File: src/rtl/hist_pass_sequencer_pkg.sv
// Shared types for the histogram two-pass sequencer.
// State encoding and the fixed image-memory read latency.
package hist_pkg;

  typedef enum logic [2:0] {
    IDLE,
    CLEAR,
    PASS1,
    DRAIN1,
    PASS2,
    DRAIN2
  } state_e;

  localparam int RD_LAT = 1;

endpackage

File: src/rtl/hist_pass_sequencer_if.sv
// Control/status bundle between the sequencer, the image memory,
// the histogram bank and the output writer.
interface hist_pass_sequencer_if #(
  parameter int ADDR_W = 12,
  parameter int BIN_AW = 8
);

  logic              start;
  logic              abort;
  logic              rd_en;
  logic [ADDR_W-1:0] pix_addr;
  logic              hist_clr;
  logic [BIN_AW-1:0] clr_addr;
  logic              acc_en;
  logic              we;
  logic [ADDR_W-1:0] wr_addr;
  logic              enable;
  logic              busy;
  logic              done;
  logic              reallydone;

  modport master (
    output start, abort,
    input  rd_en, pix_addr, hist_clr,
    input  clr_addr, acc_en, we, wr_addr,
    input  enable, busy, done, reallydone
  );

  modport slave (
    input  start, abort,
    output rd_en, pix_addr, hist_clr,
    output clr_addr, acc_en, we, wr_addr,
    output enable, busy, done, reallydone
  );

endinterface

File: src/rtl/hist_pass_sequencer_addr_counter.sv
// Up-counter with synchronous load-zero that holds at a terminal value.
// Shared by the bin-clear sweep and both pixel passes.
module hist_addr_counter #(
  parameter int W = 12
) (
  input  logic         clk,
  input  logic         rst,
  input  logic         clr,
  input  logic         en,
  input  logic [W-1:0] last,
  output logic [W-1:0] cnt,
  output logic         term
);

  logic [W-1:0] cnt_q;
  logic [W-1:0] cnt_d;

  assign cnt  = cnt_q;
  assign term = (cnt_q == last);

  always_comb begin
    cnt_d = cnt_q;
    if (clr) begin
      cnt_d = '0;
    end else if (en && !term) begin
      cnt_d = cnt_q + W'(1);
    end
  end

  always_ff @(posedge clk or posedge rst) begin
    if (rst) cnt_q <= '0;
    else     cnt_q <= cnt_d;
  end

endmodule

File: src/rtl/hist_pass_sequencer.sv
// Two-pass frame sequencer: clear bins, accumulate histogram,
// then stream the image again through the output mux.
module hist_pass_sequencer
  import hist_pkg::*;
#(
  parameter int NUM_PIXELS = 4096,
  parameter int ADDR_W     = 12,
  parameter int BINS       = 256,
  parameter int BIN_AW     = 8
) (
  input  logic                  clk,
  input  logic                  rst,
  hist_pass_sequencer_if.slave  bus
);

  localparam int CW =
    (ADDR_W > BIN_AW) ? ADDR_W : BIN_AW;
  localparam logic [CW-1:0] PIX_LAST =
    CW'(NUM_PIXELS - 1);
  localparam logic [CW-1:0] BIN_LAST =
    CW'(BINS - 1);

  state_e            state_q, state_d;
  logic              rd_q, rd_d;
  logic              p2_q, p2_d;
  logic [ADDR_W-1:0] wa_q, wa_d;

  logic          cnt_clr;
  logic          cnt_en;
  logic [CW-1:0] cnt_last;
  logic [CW-1:0] cnt;
  logic          term;
  logic          in_pass;

  hist_addr_counter #(.W(CW)) u_cnt (
    .clk  (clk),
    .rst  (rst),
    .clr  (cnt_clr),
    .en   (cnt_en),
    .last (cnt_last),
    .cnt  (cnt),
    .term (term)
  );

  always_comb begin
    state_d  = state_q;
    cnt_clr  = 1'b0;
    cnt_en   = 1'b0;
    cnt_last = PIX_LAST;
    unique case (state_q)
      IDLE: begin
        cnt_clr = 1'b1;
        if (bus.start) state_d = CLEAR;
      end
      CLEAR: begin
        cnt_en   = 1'b1;
        cnt_last = BIN_LAST;
        if (term) begin
          state_d = PASS1;
          cnt_clr = 1'b1;
        end
      end
      PASS1: begin
        cnt_en = 1'b1;
        if (term) begin
          state_d = DRAIN1;
          cnt_clr = 1'b1;
        end
      end
      DRAIN1: begin
        state_d = PASS2;
        cnt_clr = 1'b1;
      end
      PASS2: begin
        cnt_en = 1'b1;
        if (term) begin
          state_d = DRAIN2;
          cnt_clr = 1'b1;
        end
      end
      DRAIN2: begin
        state_d = IDLE;
        cnt_clr = 1'b1;
      end
      default: begin
        state_d = IDLE;
        cnt_clr = 1'b1;
      end
    endcase
    // abort wins over start and over any pass progress
    if (bus.abort) begin
      state_d = IDLE;
      cnt_clr = 1'b1;
    end
  end

  always_comb begin
    in_pass      = (state_q == PASS1) ||
                   (state_q == PASS2);
    bus.rd_en    = in_pass;
    bus.pix_addr = in_pass ? cnt[ADDR_W-1:0] : '0;
    bus.hist_clr = (state_q == CLEAR);
    bus.clr_addr = (state_q == CLEAR) ?
                   cnt[BIN_AW-1:0] : '0;
    bus.enable   = (state_q == PASS2) ||
                   (state_q == DRAIN2);
    bus.busy     = (state_q != IDLE);
    bus.done     = (state_q == DRAIN1);
    bus.reallydone = (state_q == DRAIN2);
    rd_d = in_pass && !bus.abort;
    p2_d = (state_q == PASS2);
    wa_d = bus.pix_addr;
    bus.acc_en  = rd_q && !p2_q;
    bus.we      = rd_q && p2_q;
    bus.wr_addr = wa_q;
  end

  always_ff @(posedge clk or posedge rst) begin
    if (rst) begin
      state_q <= IDLE;
      rd_q    <= 1'b0;
      p2_q    <= 1'b0;
      wa_q    <= '0;
    end else begin
      state_q <= state_d;
      rd_q    <= rd_d;
      p2_q    <= p2_d;
      wa_q    <= wa_d;
    end
  end

endmodule

File: src/flat_wrapper.sv
// flat-port wrapper written by rule: the top's interface ports become plain ports
module hist_pass_sequencer_flat import hist_pkg::*;
#(
  parameter int NUM_PIXELS = 4096,
  parameter int ADDR_W     = 12,
  parameter int BINS       = 256,
  parameter int BIN_AW     = 8
)
  (clk, rst, bus_start, bus_abort, bus_rd_en, bus_pix_addr, bus_hist_clr, bus_clr_addr, bus_acc_en, bus_we, bus_wr_addr, bus_enable, bus_busy, bus_done, bus_reallydone);
  hist_pass_sequencer_if #(.ADDR_W(ADDR_W), .BIN_AW(BIN_AW)) bus_i ();
  input  logic clk;
  input  logic rst;
  input wire logic [$bits(bus_i.start)-1:0] bus_start;
  input wire logic [$bits(bus_i.abort)-1:0] bus_abort;
  output wire logic [$bits(bus_i.rd_en)-1:0] bus_rd_en;
  output wire logic [$bits(bus_i.pix_addr)-1:0] bus_pix_addr;
  output wire logic [$bits(bus_i.hist_clr)-1:0] bus_hist_clr;
  output wire logic [$bits(bus_i.clr_addr)-1:0] bus_clr_addr;
  output wire logic [$bits(bus_i.acc_en)-1:0] bus_acc_en;
  output wire logic [$bits(bus_i.we)-1:0] bus_we;
  output wire logic [$bits(bus_i.wr_addr)-1:0] bus_wr_addr;
  output wire logic [$bits(bus_i.enable)-1:0] bus_enable;
  output wire logic [$bits(bus_i.busy)-1:0] bus_busy;
  output wire logic [$bits(bus_i.done)-1:0] bus_done;
  output wire logic [$bits(bus_i.reallydone)-1:0] bus_reallydone;
  assign bus_i.start = bus_start;
  assign bus_i.abort = bus_abort;
  assign bus_rd_en = bus_i.rd_en;
  assign bus_pix_addr = bus_i.pix_addr;
  assign bus_hist_clr = bus_i.hist_clr;
  assign bus_clr_addr = bus_i.clr_addr;
  assign bus_acc_en = bus_i.acc_en;
  assign bus_we = bus_i.we;
  assign bus_wr_addr = bus_i.wr_addr;
  assign bus_enable = bus_i.enable;
  assign bus_busy = bus_i.busy;
  assign bus_done = bus_i.done;
  assign bus_reallydone = bus_i.reallydone;
  hist_pass_sequencer #(.NUM_PIXELS(NUM_PIXELS), .ADDR_W(ADDR_W), .BINS(BINS), .BIN_AW(BIN_AW)) u_core (.clk(clk), .rst(rst), .bus(bus_i));
endmodule
File: config.mk
export PLATFORM = sky130hd
export DESIGN_NAME = hist_pass_sequencer_flat
export DESIGN_NICKNAME = d
export VERILOG_FILES = /design/src/rtl/hist_pass_sequencer_pkg.sv /design/src/rtl/hist_pass_sequencer_if.sv /design/src/rtl/hist_pass_sequencer_addr_counter.sv /design/src/rtl/hist_pass_sequencer.sv /design/src/flat_wrapper.sv
export SDC_FILE = /design/constraint.sdc
export NUM_CORES = 1
export LEC_CHECK = 0
export ABC_AREA = 0
export BUFFER_PORTS_ARGS = -buffer_cell sky130_fd_sc_hd__buf_2
export CAP_MARGIN = 20
export CORE_ASPECT_RATIO = 0.9
export CORE_MARGIN = 2
export CORE_UTILIZATION = 35
export CTS_BUF_LIST = sky130_fd_sc_hd__clkbuf_4
export DETAILED_ROUTE_END_ITERATION = 10
export GPL_TIMING_DRIVEN = 1
export SETUP_SLACK_MARGIN = 0.4
export SYNTH_ARGS = -nofsm -noshare
export SYNTH_HDL_FRONTEND = slang
export SYNTH_HIERARCHICAL = 1
export SYNTH_SLANG_ARGS = --single-unit
File: constraint.sdc
create_clock -name clk -period 4.2 [get_ports clk]
set_input_delay 1.26 -clock clk [delete_from_list [all_inputs] [get_ports clk]]
set_output_delay 1.26 -clock clk [all_outputs]
set_load 0.01 [all_outputs]
======== Word-level counts from Yosys, hierarchy flattened ========
Cells that the tools add are included.
Widths: inputs -> output; s select.
cells by class
  add/subtract/negate cells ............... 1
  eq/ne operators ......................... 10
  muxes and demuxes ....................... 15
  reduce and logical (&&, ||, !) cells .... 14
operator list
  operator               number
  $mux 12                4
  $mux 3                 5
  $pmux 3 s5             1
  $add 12x1->12 const B  1
  $eq 12x12->1           1
  $ne 3x3->1 const B     3
  $mux 8                 1
  $eq 3x2->1 const B     2
  $eq 3x3->1 const B     2
  $logic_and 1x1->1      4
  $mux 1                 4
  $reduce_and 4->1       1
  $eq 3x1->1 const B     1
  $logic_not 1->1        3
  $logic_not 3->1        1
  $ne 3x2->1 const B     1
  $reduce_bool 3->1      1
  $reduce_or 3->1        1
  $logic_or 1x1->1       2
  $reduce_bool 2->1      1
word-level totals
  flip-flop bits (word level) ............. 29
  output and inout port bits .............. 40
  logic and storage cells ................. 45

======== Longest topological paths before layout ========
Gate-level depths: netlist of run 1.
  word-level depth ........................ 7
  gate-level depth with buffers ........... 12

======== Hierarchy ========
Netlist of run 1, hierarchy kept.
modules (own cells, without submodules)
  module               instances  cells an instance  area each (µm²)  seq. area each (µm²)
  hist_addr_counter    1          81                 815.8            300.3
  hist_pass_sequencer  1          71                 789.5            425.4

======== Least setup slack after synthesis of run 1 ========
OpenSTA, ideal clock, no wires.
  path type ............................... register -> register
  from .................................... reg u_core.state_q[2]
  to ...................................... reg u_core.u_cnt.cnt_q[0], in the netlist u_core/u_cnt/cnt[0]
  arrival time ............................ 2.356 ns
  data required time ...................... 4.068 ns
  setup slack ............................. 1.712 ns
  stages on the path, launching flop included .. 13
  clock period less this slack ............ 2.488 ns
  cell sequence ........................... dfrtp_1 > buf_4 > nor3b_2 > buf_4 > inv_1 > xnor2_1 > nand4_4 > nor3_4 > buf_6 > nor2_1 > o21ai_0 > clkbuf_1 > nor2_1
on the way
  longest elaborated chain between the ends .. 7
  elaborated cells on any way between the ends .. 14
RTL lines
  item                                                 line                                                                             text
  start, declared                                      hist_pass_sequencer.sv:23                                                        state_e state_q, state_d;
  start signal, assigned                               hist_pass_sequencer.sv:125                                                       state_q <= state_d;
  $eq 3x1->1 (*)                                       -
  net bus_hist_clr                                     flat_wrapper.sv:17                                                               output wire logic [$bits(bus_i.hist_clr)-1:0] bus_hist_clr;
  $mux 12 (*)                                          hist_pass_sequencer.sv:50                                                        unique case (state_q)
  net u_core.cnt_last[10]                              hist_pass_sequencer.sv:30                                                        logic [CW-1:0] cnt_last;
  $eq 12x12->1 (*)                                     hist_pass_sequencer_addr_counter.sv:19                                           assign term = (cnt_q == last);
  net u_core.term                                      hist_pass_sequencer.sv:32                                                        logic term;
  $mux 1 (*)                                           hist_pass_sequencer.sv:58, hist_pass_sequencer.sv:65, hist_pass_sequencer.sv:76
  $mux 1 (*)                                           -
  $mux 1 (*)                                           hist_pass_sequencer.sv:91                                                        if (bus.abort) begin
  net u_core.cnt_clr                                   hist_pass_sequencer.sv:28                                                        logic cnt_clr;
  $mux 12 / $reduce_bool 2->1 (equally long branches)  -
  end signal, assigned                                 hist_pass_sequencer_addr_counter.sv:32                                           else cnt_q <= cnt_d;
  end, declared                                        hist_pass_sequencer_addr_counter.sv:15                                           logic [W-1:0] cnt_q;
The timed path passes the listed nets; every way through them passes the cells marked *.
A chain may end at the register's enable or synchronous reset.

======== Final worst setup path of run 1 ========
  from .................................... reg u_core.state_q[0]
  to ...................................... reg u_core.state_q[0]
on the way
  longest elaborated chain between the ends .. 5
  elaborated cells on any way between the ends .. 14
RTL lines
  item                                                       line
  $eq 3x1->1 (*)                                             hist_pass_sequencer.sv:50
  $mux 12 (*)                                                hist_pass_sequencer.sv:50
  net u_core.cnt_last[10]                                    hist_pass_sequencer.sv:30
  $eq 12x12->1 (*)                                           hist_pass_sequencer_addr_counter.sv:19
  net u_core.term                                            hist_pass_sequencer.sv:32
  $ne 3x3->1 (no line) / $ne 3x2->1 (equally long branches)  -
  $reduce_and 4->1 (no line) (*)                             -
Marks and branches as above.

==> results.json, run 1 <==
{
  "die_h_um": 68.3,
  "avgViaCountPerCell": 4.76,
  "placed_cells": 257,
  "wl_per_cell_um": 12.8,
  "startpoint_type": "register",
  "postLayoutCoreUtil": 0.432,
  "clockRootBuffer": "clkbuf_4",
  "synth_top_area_frac": 0.452,
  "numPortBuffers": 43,
  "cts_buffers": 5,
  "fin_crit_ps": 3130,
  "core-area_sq_um": 4430,
  "post_synth.cell_area_avg_sq_um": 10.6,
  "path_class": "register to register",
  "path_clk_slew_ps": 90,
  "setup-violations-final": 0,
  "area_growth_pct": 19.3,
  "clk_latency_ps": 320,
  "instances_no_fill": 264,
  "start_util": 0.362,
  "pre_cts_ws_ps": 1060,
  "die_x_um": 75.4,
  "grt_antenna_before_repair": 0,
  "grt_usage": 0.143,
  "firstDrtPassIters": 4,
  "fin_worst_skew_ps": 11.1,
  "cts_tree": "yes",
  "end_kind": "register",
  "synth_seq_cells": 29,
  "path_delay_family": "simple AND/OR/NAND/NOR gates",
  "io-pin-count": 44,
  "min_path_type": "register to register",
  "fillCellCount": 459,
  "setup_slack_ps": 1070,
  "critPathRequiredTime_ps": 4440,
  "ctsResizeCount": 0,
  "yosysSeqAreaShare": 0.452,
  "insertedDiodeCount": 0,
  "finalHoldViolCount": 0,
  "maxCapViolCount": 0,
  "holdWs_ps": 590,
  "globalRouteOverflowTotal": 0,
  "first_iter_violations": 105,
  "rows": 23,
  "grt_first_pass_wirelength_um": 5290,
  "cp_slowest_cell": "nor3b_2",
  "clockBufferDepth": 2,
  "syn_area_sq_um": 1610,
  "vias": 1256,
  "drive_above_1_share": 0.297,
  "worstPathArrival_ps": 3380,
  "p_leak_nw": 0.954,
  "final_cell_mix": "buf_2, dfrtp_1, and2_1",
  "final_antenna_net_count": 0,
  "cts-htree-levels": 2,
  "crit_path_max_incr_delay_ps": 580,
  "final_common_cell": "buf_2",
  "yosys.cell_types.count": 36,
  "place_hpwl_um": 2500,
  "drc": 0,
  "grt_max_degree": 21,
  "crit_chain": "nor3b_2 > inv_1 > xnor2_1 > nand4_4 > nor3_4 > mux2i_1 > or3_1 > a21oi_1",
  "max-vdd-ir-drop_mv": 0.0752,
  "drv_slew": 0,
  "ctsHoldBuffers": 0,
  "place_congestion": 0.734,
  "status": "finished clean",
  "power.density_nw_per_um2": 249,
  "rsz0062_at_grt": "false",
  "crit_buf_inv": 1,
  "relSlewSlack": 0.551,
  "die-area_sq_um": 5150,
  "synthTopCellsByArea": "dfrtp_1, and2_1, xnor2_1, o31ai_1, or4_1",
  "post_cts_buffers": 0,
  "nets": 207,
  "grt_pass1_vias": 1044,
  "tns_ps": 0,
  "critPathMaxFanout": 20,
  "max_freq_mhz": 319,
  "yosysTopAreaCell": "dfrtp_1",
  "syn_inst": 152,
  "routed_wl_um": 3370,
  "cts.sinks": 29,
  "yosysWarnings": 6,
  "post-route-period-util": 0.746,
  "tightest_slew_ps": 666
}
metrics by stage:
| stage | area (sq um) | total power [mW] |
|---|---|---|
| CTS | 1920 | 0.487 |
| global route | 1920 | 0.502 |
| floorplan | 1630 | 0.318 |
| global placement | 1870 | 0.326 |
| detailed placement | 1870 | 0.326 |
| finish | 1920 | 0.477 |
path summary, 6_finish.rpt:
path,slack (ps),cells after the start,from,to
min in group asynchronous,940,2,rst,u_core/u_cnt/cnt[3]$_DFFE_PP0P_
worst min register to register,590,2,u_core/u_cnt/cnt[11]$_DFFE_PP0P_,u_core/u_cnt/cnt[11]$_DFFE_PP0P_
worst max-delay path,1070,8,u_core/state_q[0]$_DFFE_PP0P_,u_core/state_q[0]$_DFFE_PP0P_
worst max register to register,1070,8,u_core/state_q[0]$_DFFE_PP0P_,u_core/state_q[0]$_DFFE_PP0P_
max in group asynchronous,2790,2,rst,u_core/state_q[1]$_DFFE_PP0P_
worst min-delay path,590,2,u_core/u_cnt/cnt[11]$_DFFE_PP0P_,u_core/u_cnt/cnt[11]$_DFFE_PP0P_
worst reg2reg max path, cell delays in order (launching register included):
cell and delay (ps):
dfrtp_1 540, nor3b_2 580, inv_1 280, xnor2_1 300, nand4_4 180, nor3_4 580, mux2i_1 150, or3_1 330
a21oi_1 130
kinds of logic after synthesis:
logic type | share of synthesized area
compound gates | 0.0998
xor+xnor | 0.0990
fa+ha+maj | 0.00779
buf+inv | 0.0569
flops | 0.452
mux | 0.0187
other cells | 0.00234
simple gates | 0.263
sequential cells by signal, summed over array words and instances, names as in the netlist:
name	cells
u_core/u_cnt/cnt	12
u_core/bus.wr_addr	12
u_core/state_q	3
u_core/rd_q	1
u_core/p2_q	1
power by group:
group	leakage, nW	internal (mW)	switching (mW)	total (mW)
sequential	0.404	0.280	0.00294	0.283
combinational	0.521	0.0127	0.0242	0.0369
clock	0.0292	0.0671	0.0899	0.157
total	0.954	0.360	0.117	0.477
final cells by class:
cell class / instances / area, sq um / area share
clock buffer: 6 / 45.0 / 0.0235
clock inverter: 1 / 3.75 / 0.00196
inverter: 7 / 26.3 / 0.0137
multi-input combinational: 115 / 815 / 0.425
sequential: 29 / 726 / 0.379
tap: 62 / 77.6 / 0.0405
timing repair buffer: 44 / 223 / 0.116
cell usage after synthesis:
master / count
buf_2: 1
nor3_1: 2
o21ai_0: 3
clkbuf_1: 1
conb_1: 1
dfrtp_1: 29
nor2_1: 8
inv_1: 7
nor3_4: 1
and2_1: 21
nand4_2: 3
and3_1: 1
a32oi_1: 1
o21ba_2: 1
nand4_1: 1
nand2b_1: 1
ha_1: 1
and4_1: 1
buf_4: 3
xor2_1: 2
nor3b_2: 1
or3_1: 3
buf_6: 3
nand2_1: 4
a21oi_1: 9
nor2_4: 1
nor2b_1: 3
or4_1: 7
o311ai_1: 1
o31ai_1: 8
mux2i_1: 3
xnor2_4: 1
nand4_4: 1
o31ai_2: 1
xnor2_1: 13
nand3_1: 4
routing by layer:
layer  up-vias  global-route usage  share of wire
met4         0              0.0526          0.013
met2        50               0.204           0.44
li1        617                   -              -
met3         6              0.0486          0.077
met1       583               0.198           0.47
met5         -                   0              0
Power figures use the tool's default switching activity.
==> run 2: changes to the inputs <==
==> constraint.sdc (replaced) <==
create_clock -name clk -period 2.52 [get_ports clk]
set_input_delay 0.756 -clock clk [delete_from_list [all_inputs] [get_ports clk]]
set_output_delay 0.756 -clock clk [all_outputs]
set_load 0.01 [all_outputs]
==> run 2 against run 1 <==
  * Via count grew 16%
  * Sequential power increased by 66%
  * Wire length up 36%
  * Global-route usage up 3.3 points
  * Non-clock buffer count up 24
  * Total power up 87%
  * Hold slack got worse by 120 ps
  * Sequential share of layout area decreased by 8.9 points
  * Critical endpoint unchanged
  * Largest power group unchanged
  * Highest routed layer unchanged
==> results.json, run 2 (same netlist as run 1, synthesis figures left out) <==
{
  "status": "finished clean",
  "startpoint_type": "register",
  "clockBufferDepth": 2,
  "rr_startpoint": "u_core/state_q[1]$_DFFE_PP0P_",
  "rsz0062_at_grt": "true",
  "drc": 0,
  "tns_ps": 0,
  "maxCapViolCount": 0,
  "p_leak_nw": 1.18,
  "cp_slowest_cell": "dfrtp_2",
  "die_x_um": 75.4,
  "tightest_slew_ps": 639,
  "path_class": "register to register",
  "first_iter_violations": 70,
  "r2r-end": "u_core/state_q[0]$_DFFE_PP0P_",
  "crit_path_max_incr_delay_ps": 430,
  "final_cell_mix": "buf_2, dfrtp_1, buf_6",
  "clockRootBuffer": "clkbuf_4",
  "power.density_nw_per_um2": 354,
  "numPortBuffers": 43,
  "cts_buffers": 5,
  "rows": 23,
  "nets": 233,
  "grt_usage": 0.176,
  "core-area_sq_um": 4430,
  "path_clk_slew_ps": 100,
  "max-vdd-ir-drop_mv": 0.225,
  "final_antenna_net_count": 0,
  "drv_slew": 0,
  "clk_latency_ps": 340,
  "die-area_sq_um": 5150,
  "reg2reg_setup_slack_ps": 210,
  "insertedDiodeCount": 0,
  "wl_per_cell_um": 15.8,
  "routed_wl_um": 4590,
  "crit_chain": "buf_6 > nor3b_4 > buf_6 > inv_8 > xnor2_4 > nand4_4 > nor3_4 > mux2i_1 > or3_1 > a21oi_2",
  "grt_antenna_before_repair": 0,
  "worstPathArrival_ps": 2590,
  "critPathMaxFanout": 5,
  "start_util": 0.362,
  "finalHoldViolCount": 0,
  "cts_tree": "yes",
  "path_delay_family": "simple AND/OR/NAND/NOR gates",
  "grt_first_pass_wirelength_um": 6530,
  "io-pin-count": 44,
  "reg2regPathDepth": 10,
  "grt_max_degree": 18,
  "min_path_type": "primary input to async pin",
  "drive_above_1_share": 0.546,
  "grt_pass1_vias": 1314,
  "avgViaCountPerCell": 5.01,
  "vias": 1459,
  "ctsHoldBuffers": 0,
  "critPathMostFrequentCell": "buf_6",
  "cts.sinks": 29,
  "die_h_um": 68.3,
  "fin_worst_skew_ps": 14.6,
  "max_freq_mhz": 432,
  "end_kind": "register",
  "total_power_mw": 0.890,
  "area_growth_pct": 56.7,
  "globalRouteOverflowTotal": 0,
  "place_congestion": 0.812,
  "crit_buf_inv": 3,
  "firstDrtPassIters": 4,
  "critPathRequiredTime_ps": 2790,
  "final_common_cell": "buf_2",
  "post-route-period-util": 0.918,
  "place_hpwl_um": 2640,
  "fin_crit_ps": 2310,
  "setup-violations-final": 0,
  "cts-htree-levels": 2,
  "relSlewSlack": 0.573
}
## run 2: metrics by stage
stage | utilization | hold WS, ps | setup WS, ps | instance area (sq um) | cells
2_1_floorplan | - | 548 | 290 | 1690 | 159
3_3_place_gp | 0.442 | 601 | 299 | 1960 | 262
3_5_place_dp | 0.442 | 602 | 267 | 1960 | 262
4_1_cts | 0.521 | 467 | 176 | 2310 | 281
5_1_grt | 0.567 | 480 | 100 | 2510 | 291
6_report | 0.567 | 465 | 206 | 2510 | 291
## run 2: worst max-delay path by stage
stage                                       start                               end  slack, ps  cells after the start
finish              u_core/state_q[1]$_DFFE_PP0P_     u_core/state_q[0]$_DFFE_PP0P_        210                     10
global route        u_core/state_q[1]$_DFFE_PP0P_     u_core/state_q[0]$_DFFE_PP0P_        100                     10
CTS                 u_core/state_q[1]$_DFFE_PP0P_                   bus_pix_addr[1]        180                      5
detailed placement  u_core/state_q[2]$_DFFE_PP0P_   u_core/u_cnt/cnt[5]$_DFFE_PP0P_        270                      7
global placement    u_core/state_q[2]$_DFFE_PP0P_  u_core/u_cnt/cnt[10]$_DFFE_PP0P_        300                      8
floorplan           u_core/state_q[1]$_DFFE_PP0P_     u_core/state_q[0]$_DFFE_PP0P_        290                     11
## run 2: layer usage
layer	track usage	share of wire	vias up
li1	-	-	683
met1	0.227	0.44	706
met2	0.283	0.48	56
met3	0.0398	0.061	14
met4	0.0724	0.024	0
met5	0	0	-
## run 2: power breakdown
part,switching (mW),internal (mW)
combinational,0.0670,0.0501
sequential,0.00265,0.467
clock,0.160,0.143
total,0.230,0.660
## run 2: final cells by class
cell class	count	area, sq um
multi-input combinational	117	1080
fill	395	1920
timing repair buffer	68	533
tap	62	77.6
clock buffer	8	60.1
sequential	29	728
inverter	7	33.8
## run 2: repair_timing
item | in CTS | in global routing
resized for setup | 47 | 24
buffers inserted | 8 | 9
pin swaps | 9 | 17
setup endpoints to repair | 39 | 39
gates cloned | 3 | 1
